`src/rtl/vcve2_pkg.sv`:
```
// Shared types and constants for the vector register file address path.
// No logic, so no latency and no backpressure.
// vlmul_e uses the RVV vlmul encoding: a 3-bit signed log2 of LMUL.
package vcve2_pkg;

    typedef enum logic [2:0] {
        LMUL_1    = 3'b000,
        LMUL_2    = 3'b001,
        LMUL_4    = 3'b010,
        LMUL_8    = 3'b011,
        LMUL_RSVD = 3'b100,
        LMUL_F8   = 3'b101,
        LMUL_F4   = 3'b110,
        LMUL_F2   = 3'b111
    } vlmul_e;

    typedef enum logic [2:0] {
        AGU_IDLE,
        AGU_CALC_RS1,
        AGU_CALC_RS2,
        AGU_CALC_RD,
        AGU_READY
    } agu_state_t;

    localparam int unsigned NUM_VREGS    = 32;
    localparam int unsigned VLEN_DEFAULT = 128;

    function automatic int unsigned vrf_reg_bytes(input int unsigned vlen);
        return vlen / 8;
    endfunction

    localparam int unsigned VRF_REG_BYTES = vrf_reg_bytes(VLEN_DEFAULT);

endpackage

```
`src/rtl/vcve2_agu_ptr.sv`:
```
// One 32-bit byte-address pointer with load and step-increment; load wins over increment.
// Latency: a load or increment becomes visible on ptr_o the cycle after it is asserted.
// Backpressure: none; it updates whenever enabled.
module vcve2_agu_ptr #(
    parameter logic [31:0] Step = 32'd4
) (
    input  logic        clk_i,
    input  logic        rst_ni,
    input  logic        load_i,
    input  logic [31:0] load_val_i,
    input  logic        incr_i,
    output logic [31:0] ptr_o
);

    logic [31:0] ptr_q;

    always_ff @(posedge clk_i or negedge rst_ni) begin
        if (!rst_ni) begin
            ptr_q <= 32'd0;
        end else if (load_i) begin
            ptr_q <= load_val_i;
        end else if (incr_i) begin
            ptr_q <= ptr_q + Step;
        end
    end

    assign ptr_o = ptr_q;

endmodule

```
`src/rtl/vcve2_vrf_agu.sv`:
```
// VRF address generator: turns rs1/rs2/rd indices into byte addresses; VCVE2_AGU_RANGE_CHECK_EN adds the group range check.
// Latency: load_i in cycle 0 gives ready_o from cycle 4; vrf_addr_o is combinational from the get_* inputs.
// Backpressure: none; the requester waits on ready_o, and load_i restarts the sequence at any time.
module vcve2_vrf_agu
    import vcve2_pkg::*;
#(
    parameter int unsigned VLEN        = 128,
    parameter int unsigned PIPE_WIDTH  = 32,
    parameter int unsigned AddrWidth   = 5,
    parameter logic [31:0] VrfBaseAddr = 32'h0000_0000
) (
    input  logic                 clk_i,
    input  logic                 rst_ni,
    input  logic                 load_i,
    input  logic [AddrWidth-1:0] rs1_idx_i,
    input  logic [AddrWidth-1:0] rs2_idx_i,
    input  logic [AddrWidth-1:0] rd_idx_i,
    input  vlmul_e               lmul_i,
    input  logic                 get_rs1_i,
    input  logic                 get_rs2_i,
    input  logic                 get_rd_i,
    input  logic                 incr_i,
    output logic                 ready_o,
    output logic [31:0]          vrf_addr_o,
    output logic                 range_err_o
);

    localparam int unsigned RegShift = $clog2(vrf_reg_bytes(VLEN));
    localparam logic [31:0] PtrStep  = 32'(PIPE_WIDTH / 8);

    agu_state_t           state_q, state_d;
    logic [AddrWidth-1:0] rs1_q, rs2_q, rd_q;
    logic [AddrWidth-1:0] calc_idx;
    logic [31:0]          calc_addr;
    logic                 calc_active;
    logic                 ld_rs1, ld_rs2, ld_rd;
    logic                 inc_ok, inc_rs1, inc_rs2, inc_rd;
    logic [31:0]          rs1_ptr, rs2_ptr, rd_ptr;

    always_ff @(posedge clk_i or negedge rst_ni) begin
        if (!rst_ni) begin
            state_q <= AGU_IDLE;
            rs1_q   <= '0;
            rs2_q   <= '0;
            rd_q    <= '0;
        end else begin
            state_q <= state_d;
            if (load_i) begin
                rs1_q <= rs1_idx_i;
                rs2_q <= rs2_idx_i;
                rd_q  <= rd_idx_i;
            end
        end
    end

    always_comb begin
        state_d = state_q;
        if (load_i) begin
            state_d = AGU_CALC_RS1;
        end else begin
            case (state_q)
                AGU_CALC_RS1: state_d = AGU_CALC_RS2;
                AGU_CALC_RS2: state_d = AGU_CALC_RD;
                AGU_CALC_RD:  state_d = AGU_READY;
                default:      state_d = state_q;
            endcase
        end
    end

    // One adder serves all three pointers; the CALC state picks which index feeds it.
    always_comb begin
        calc_idx    = '0;
        calc_active = 1'b0;
        case (state_q)
            AGU_CALC_RS1: begin calc_idx = rs1_q; calc_active = 1'b1; end
            AGU_CALC_RS2: begin calc_idx = rs2_q; calc_active = 1'b1; end
            AGU_CALC_RD:  begin calc_idx = rd_q;  calc_active = 1'b1; end
            default:      ;
        endcase
    end

    assign calc_addr = VrfBaseAddr + (32'(calc_idx) << RegShift);

    // A restarting load suppresses this cycle's pointer writes; the new sequence recomputes them.
    assign ld_rs1 = !load_i && (state_q == AGU_CALC_RS1);
    assign ld_rs2 = !load_i && (state_q == AGU_CALC_RS2);
    assign ld_rd  = !load_i && (state_q == AGU_CALC_RD);

    assign inc_ok  = !load_i && incr_i && (state_q == AGU_READY);
    assign inc_rs1 = inc_ok && get_rs1_i;
    assign inc_rs2 = inc_ok && !get_rs1_i && get_rs2_i;
    assign inc_rd  = inc_ok && !get_rs1_i && !get_rs2_i && get_rd_i;

    vcve2_agu_ptr #(.Step(PtrStep)) u_ptr_rs1 (
        .clk_i(clk_i), .rst_ni(rst_ni), .load_i(ld_rs1), .load_val_i(calc_addr),
        .incr_i(inc_rs1), .ptr_o(rs1_ptr)
    );
    vcve2_agu_ptr #(.Step(PtrStep)) u_ptr_rs2 (
        .clk_i(clk_i), .rst_ni(rst_ni), .load_i(ld_rs2), .load_val_i(calc_addr),
        .incr_i(inc_rs2), .ptr_o(rs2_ptr)
    );
    vcve2_agu_ptr #(.Step(PtrStep)) u_ptr_rd (
        .clk_i(clk_i), .rst_ni(rst_ni), .load_i(ld_rd), .load_val_i(calc_addr),
        .incr_i(inc_rd), .ptr_o(rd_ptr)
    );

    assign ready_o = (state_q == AGU_READY);

    always_comb begin
        vrf_addr_o = 32'd0;
        if (ready_o) begin
            if (get_rs1_i)      vrf_addr_o = rs1_ptr;
            else if (get_rs2_i) vrf_addr_o = rs2_ptr;
            else if (get_rd_i)  vrf_addr_o = rd_ptr;
        end
    end

`ifdef VCVE2_AGU_RANGE_CHECK_EN
    vlmul_e      lmul_q;
    logic [31:0] grp_size;
    logic        calc_bad;
    logic        range_err_q;

    always_ff @(posedge clk_i or negedge rst_ni) begin
        if (!rst_ni) begin
            lmul_q      <= LMUL_1;
            range_err_q <= 1'b0;
        end else if (load_i) begin
            lmul_q      <= lmul_i;
            range_err_q <= 1'b0;
        end else if (calc_active && calc_bad) begin
            range_err_q <= 1'b1;
        end
    end

    // Negative vlmul (fractional or reserved) occupies a single register.
    assign grp_size = lmul_q[2] ? 32'd1 : (32'd1 << lmul_q[1:0]);
    assign calc_bad = ((32'(calc_idx) + grp_size) > 32'(NUM_VREGS)) ||
                      ((32'(calc_idx) & (grp_size - 32'd1)) != 32'd0);
    assign range_err_o = range_err_q;
`else
    logic unused_lmul;
    logic unused_calc;
    assign unused_lmul = ^lmul_i;
    assign unused_calc = calc_active;
    assign range_err_o = 1'b0;
`endif

endmodule

```
`config.mk`:
```
export PLATFORM = sky130hd
export DESIGN_NAME = vcve2_vrf_agu
export DESIGN_NICKNAME = d
export VERILOG_FILES = /design/src/rtl/vcve2_pkg.sv /design/src/rtl/vcve2_agu_ptr.sv /design/src/rtl/vcve2_vrf_agu.sv
export SDC_FILE = /design/constraint.sdc
export NUM_CORES = 1
export LEC_CHECK = 0
export ABC_AREA = 1
export CORE_UTILIZATION = 45
export CTS_CLUSTER_SIZE = 16
export DETAILED_ROUTE_END_ITERATION = 12
export GPL_ROUTABILITY_DRIVEN = 0
export PLACE_DENSITY = 0.62
export SLEW_MARGIN = 20
export SYNTH_ARGS = -nofsm -noshare
export SYNTH_HDL_FRONTEND = slang
export SYNTH_HIERARCHICAL = 1
export SYNTH_SLANG_ARGS = --single-unit
```
`constraint.sdc`:
```
create_clock -name clk_i -period 5.5 [get_ports clk_i]
set_input_delay 0.55 -clock clk_i [delete_from_list [all_inputs] [get_ports clk_i]]
set_output_delay 0.55 -clock clk_i [all_outputs]
set_load 0.005 [all_outputs]
```
---- Yosys cells after proc, flatten, opt, wreduce, memory -nomap -nowiden ----
Index checks and enable logic that the tools add are counted.
operators by class
  muxes and demuxes ....................... 13
  add/subtract/negate cells ............... 3
  equality and inequality tests ........... 4
  reductions and logical operators ........ 17
operators by type and width
  kind                   count
  $mux 32                10
  $add 32x3->32 const B  3
  $pmux 5 s3             1
  $logic_and 1x1->1      10
  $pmux 3 s3             1
  $eq 3x2->1 const B     2
  $reduce_bool 2->1      3
  $reduce_bool 4->1      1
  $eq 3x1->1 const B     1
  $eq 3x3->1 const B     1
  $logic_not 1->1        3
  $mux 3                 1
storage, ports and cells
  output and inout port bits .............. 34
  word-level logic and storage cells ...... 44
  register bits after elaboration ......... 114
  bits of input ports ..................... 25

---- Logic depth before layout (Yosys ltp) ----
  word-level depth ........................ 8
  depth in mapped cells ................... 11
  mapped depth without buffers ............ 9

---- By module ----
The synthesis kept the hierarchy.
by module, submodules not included
  module         cells an instance  instances  area an instance (um2)
  vcve2_agu_ptr  315                3          2,159.6
  vcve2_vrf_agu  330                1          1,856.8

---- Least setup slack after synthesis ----
No wires, ideal clock.
  path kind ............................... input port to flip-flop
  from .................................... input get_rs1_i
  to ...................................... register u_ptr_rs2.ptr_q[12] (netlist: u_ptr_rs2/ptr_o[12])
  data required time ...................... 5,432 ps
  stages .................................. 10
  arrival ................................. 1,828 ps
  path slack .............................. 3,604 ps
  buffers on the path ..................... 3
  cell sequence ........................... inv_1 > buf_2 > buf_2 > nand4_1 > nor2_1 > nand2_1 > inv_1 > buf_6 > nand3_1 > nand3_1
between the ends
  longest elaborated chain between the ends .. 4
ends and longest elaborated chain
  element                          RTL line             RTL
  start: declaration               vcve2_vrf_agu.sv:19  input logic get_rs1_i,
  $logic_not 1->1                  vcve2_vrf_agu.sv:91  assign inc_rs2 = inc_ok && !get_rs1_i && get_rs2_i;
  $logic_and 1x1->1 (2 in series)  vcve2_vrf_agu.sv:91
  net inc_rs2                      vcve2_vrf_agu.sv:37  logic inc_ok, inc_rs1, inc_rs2, inc_rd;
  $reduce_bool 2->1 (no line)      --
  end signal: assignment           vcve2_agu_ptr.sv:21  ptr_q <= load_val_i;
  end signal: assignment           vcve2_agu_ptr.sv:23  ptr_q <= ptr_q + Step;
  end: declaration                 vcve2_agu_ptr.sv:15  logic [31:0] ptr_q;
The timed path passes the listed nets, and every way through them passes these cells.
A chain may end at the register's enable or synchronous reset.

---- Worst setup path after layout ----
  from .................................... input get_rs2_i
  to ...................................... output vrf_addr_o[9]
between the ends
  longest elaborated chain between the ends .. 3
ends and longest elaborated chain
  element             RTL line              RTL
  start: declaration  vcve2_vrf_agu.sv:20   input logic get_rs2_i,
  $mux 32             vcve2_vrf_agu.sv:113  else if (get_rs2_i) vrf_addr_o = rs2_ptr;
  $mux 32             vcve2_vrf_agu.sv:112  if (get_rs1_i) vrf_addr_o = rs1_ptr;
  $mux 32             vcve2_vrf_agu.sv:111  if (ready_o) begin
  end: declaration    vcve2_vrf_agu.sv:24   output logic [31:0] vrf_addr_o,
No other way between the ends.

==> metrics.csv <==
stage,metric,value,unit
outcome,status,"complete, no violations",
synthesis,Synth Area in Simple Gates,45.2,%
sta,Worst Max-Slew Pin Slew,0.905,ns
critical_path,Crit Path Class,in2out,
critical_path,WP data required,4.95,ns
sta,pins over their slew limit,0,
synthesis,Cell variety after synth,30,
synthesis,Compound-Gate Fraction of Synth Area,11.0,%
min_path,worst hold-check path type,in2async,
clocking,clk slew on worst S/H paths,0.06,ns
clocking,Resized Gates After CTS,0,
clocking,H-Tree Depth,4,
sta,Setup Total Neg Slack,0,ns
floorplan,Core Rows,49,
floorplan,Die X-Extent,138,um
clocking,CTS tree,done,
grt,vias in the first global route,7806,
sta,slew margin rel.,39.7,%
critical_path,"delay-heaviest family, CP",buffers and inverters,
sta,Achievable Freq,0.289,GHz
floorplan,Die Span Y,138,um
floorplan,area of the core region,18100,sq um
grt,largest net degree at the start of global routing,70,
place,placed cells,1602,
grt,initial antenna violation count,0,
route,Initial DRC Count,574,
floorplan,Die Area,19100,sq um
sta,setup violators final,0,
clocking,cts bufs inserted,17,
clocking,Root Driver,clkbuf_16,
floorplan,IO Pins,59,
route,Detail Route Antenna Nets,0,
synthesis,mux share of post-synthesis cell area,0,%
critical_path,CP max stage delay,0.68,ns
critical_path,CP most frequent cell,clkdlybuf4s50_1,
power_and_ir_drop,Static Leakage,4.50,nW
clocking,postcts setup bufs,0,
layout,fillcell total,1847,
sta,Final Skew,0.0125,ns
route,Initial DRT Pass Iterations,6,
synthesis,"Avg Cell Area, Syn",6.54,sq um
route,routed vias,8239,
synthesis,cell area after synthesis,8340,sq um
sta,RSZ-0062 raised after global routing,no,
grt,All-Layer GR Usage,26.0,%
place,HPWL after DPL,16600,um
layout,final core utilization,54.4,%
critical_path,Critical Path Start Type,primary input,
job,maxcap violations,0,
layout,layout cells sized above 1,10.1,%
route,Wirelength per Cell,14.6,um
route,Vias/cell,5.05,
synthesis,largest family of logic cells by synthesized area,simple AND/OR/NAND/NOR gates,
layout,area of the multi-input gates,5200,sq um
clocking,clk_lat worst skew,0.43,ns
critical_path,crit-path cells,clkdlybuf4s50_1 -> buf_4 -> nor2_4 -> a21oi_1 -> nor2_1 -> clkdlybuf4s50_1,
layout,"most common cell after layout, fill and taps aside",nand2_1,
clocking,clock buffer depth,2,
critical_path,CP endpoint kind,output pin,
route,total detailed-routing wirelength,23800,um
synthesis,Synth Area in XOR/XNOR,1.89,%
synthesis,Yosys reg bits,114,
power_and_ir_drop,maximum vdd drop,0.240,mV
clocking,CTS sink cnt,114,
layout,# nets final,1420,
place,port buffer count,54,
sta,Hold Fails Final Rpt,0,
layout,final cell count without fillers,1633,
sta,clock period minus final worst setup slack,3.46,ns
grt,first-pass GRT wire length,39600,um
layout,"Area growth, synth to finish",18.0,%
synthesis,Post-Synth Adder-Cell Area,0.450,%
clocking,CTS Hold Bufs,0,
critical_path,slowest CP cell,nor2_4,
critical_path,worst path bufs/invs,3,
grt,remaining global-route overflow,0,
layout,Diodes inserted,0,
layout,FF/Latch Area,2850,sq um
route,DRC violations left,0,
power_and_ir_drop,PwrDens,382,nW/um^2
floorplan,Initial Util,46.1,%
layout,"commonest non-fill, non-tap cells in the layout","nand2_1, nand3_1, nor2_1, dfrtp_1, conb_1",
synthesis,sequential fraction of the synthesis area,34.2,%
critical_path,Worst Path Max Fanout,34,
synthesis,warnings from Yosys,6,
critical_path,critical path arrival,2.91,ns
synthesis,Syn Inst Count,1275,
sta,Tcrit/Tclk final,62.9,%
[path summary, 6_finish.rpt]
path	slack (ns)	end	from	cells past startpoint
max	2.04	vrf_addr_o[9]	get_rs2_i	6
min	0.26	u_ptr_rs2/ptr_o[29]	rst_ni	1
max reg2reg	2.47	u_ptr_rd/ptr_o[17]	state_q[1]	10
min reg2reg	0.47	u_ptr_rs1/ptr_o[0]	u_ptr_rs1/ptr_o[0]	2
max in group asynchronous	4.06	u_ptr_rs1/ptr_o[26]	rst_ni	2
min in group clk_i	0.47	u_ptr_rs1/ptr_o[0]	u_ptr_rs1/ptr_o[0]	2
[per-stage QoR]
step | instance area, sq um | power, W | hold slack [ns] | worst slack, ns
floorplan | 8640 | 0.00230 | 0.254 | 3.60
global placement | 9260 | 0.00263 | 0.446 | 2.00
detailed placement | 9270 | 0.00267 | 0.452 | 1.86
CTS | 9830 | 0.00377 | 0.303 | 2.08
global route | 9830 | 0.00403 | 0.334 | 1.89
finish | 9830 | 0.00376 | 0.259 | 2.04
[power breakdown]
group	switching, W	total (W)	internal (W)
combinational	0.000582	0.00103	0.000447
sequential	0.000500	0.00165	0.00115
clock	0.000444	0.00108	0.000638
[routing by layer]
layer  share of wire, %  wire length [um]  track usage [%]
met5                  0                 0                0
met1                 47             11300             35.0
met4                1.0               237             6.74
met3                4.8              1130             3.78
met2                 47             11100             43.9
[layout make-up]
cell class                      instances  share of cell area [%]
Clock buffer                           18                    4.47
Timing Repair Buffer                   64                    6.23
Inverter                               84                    3.21
Tap cell                              229                    2.91
Sequential cell                       114                    29.0
Clock inverter                         13                    1.31
Multi-Input combinational cell       1111                    52.9
[registers in the layout (all words and copies together), names as in the netlist]
name / flops
u_ptr_rs2/ptr_o: 32
rs2_q: 5
rs1_q: 5
state_q: 3
u_ptr_rs1/ptr_o: 32
rd_q: 5
u_ptr_rd/ptr_o: 32
[cells in the mapped netlist (all sizes together)]
library cell | instances | area (sq um)
nand2 | 511 | 1980
nor2 | 169 | 792
nand3 | 136 | 681
dfrtp | 114 | 2850
inv | 84 | 315
a22oi | 57 | 428
a21oi | 43 | 215
or2 | 35 | 219
buf | 33 | 234
o21ai | 21 | 105
xor2 | 18 | 158
o21bai | 15 | 113
clkbuf | 14 | 52.6
and2 | 12 | 78.8
o211ai | 7 | 52.6
ha | 3 | 37.5
conb | 1 | 3.75
nand4 | 1 | 6.26
nor3 | 1 | 16.3
[logic make-up (layout without fill, tap and decap cells)]
group,count (synthesis),count (layout)
AND/OR/NAND/NOR,865,865
XOR/XNOR,18,18
other,1,82
AO/OA/AOI/OAI,143,143
buffers and inverters,131,179
flip-flops,114,114
adder cells (fa/ha/maj),3,3
Power figures use the tool's default switching activity.
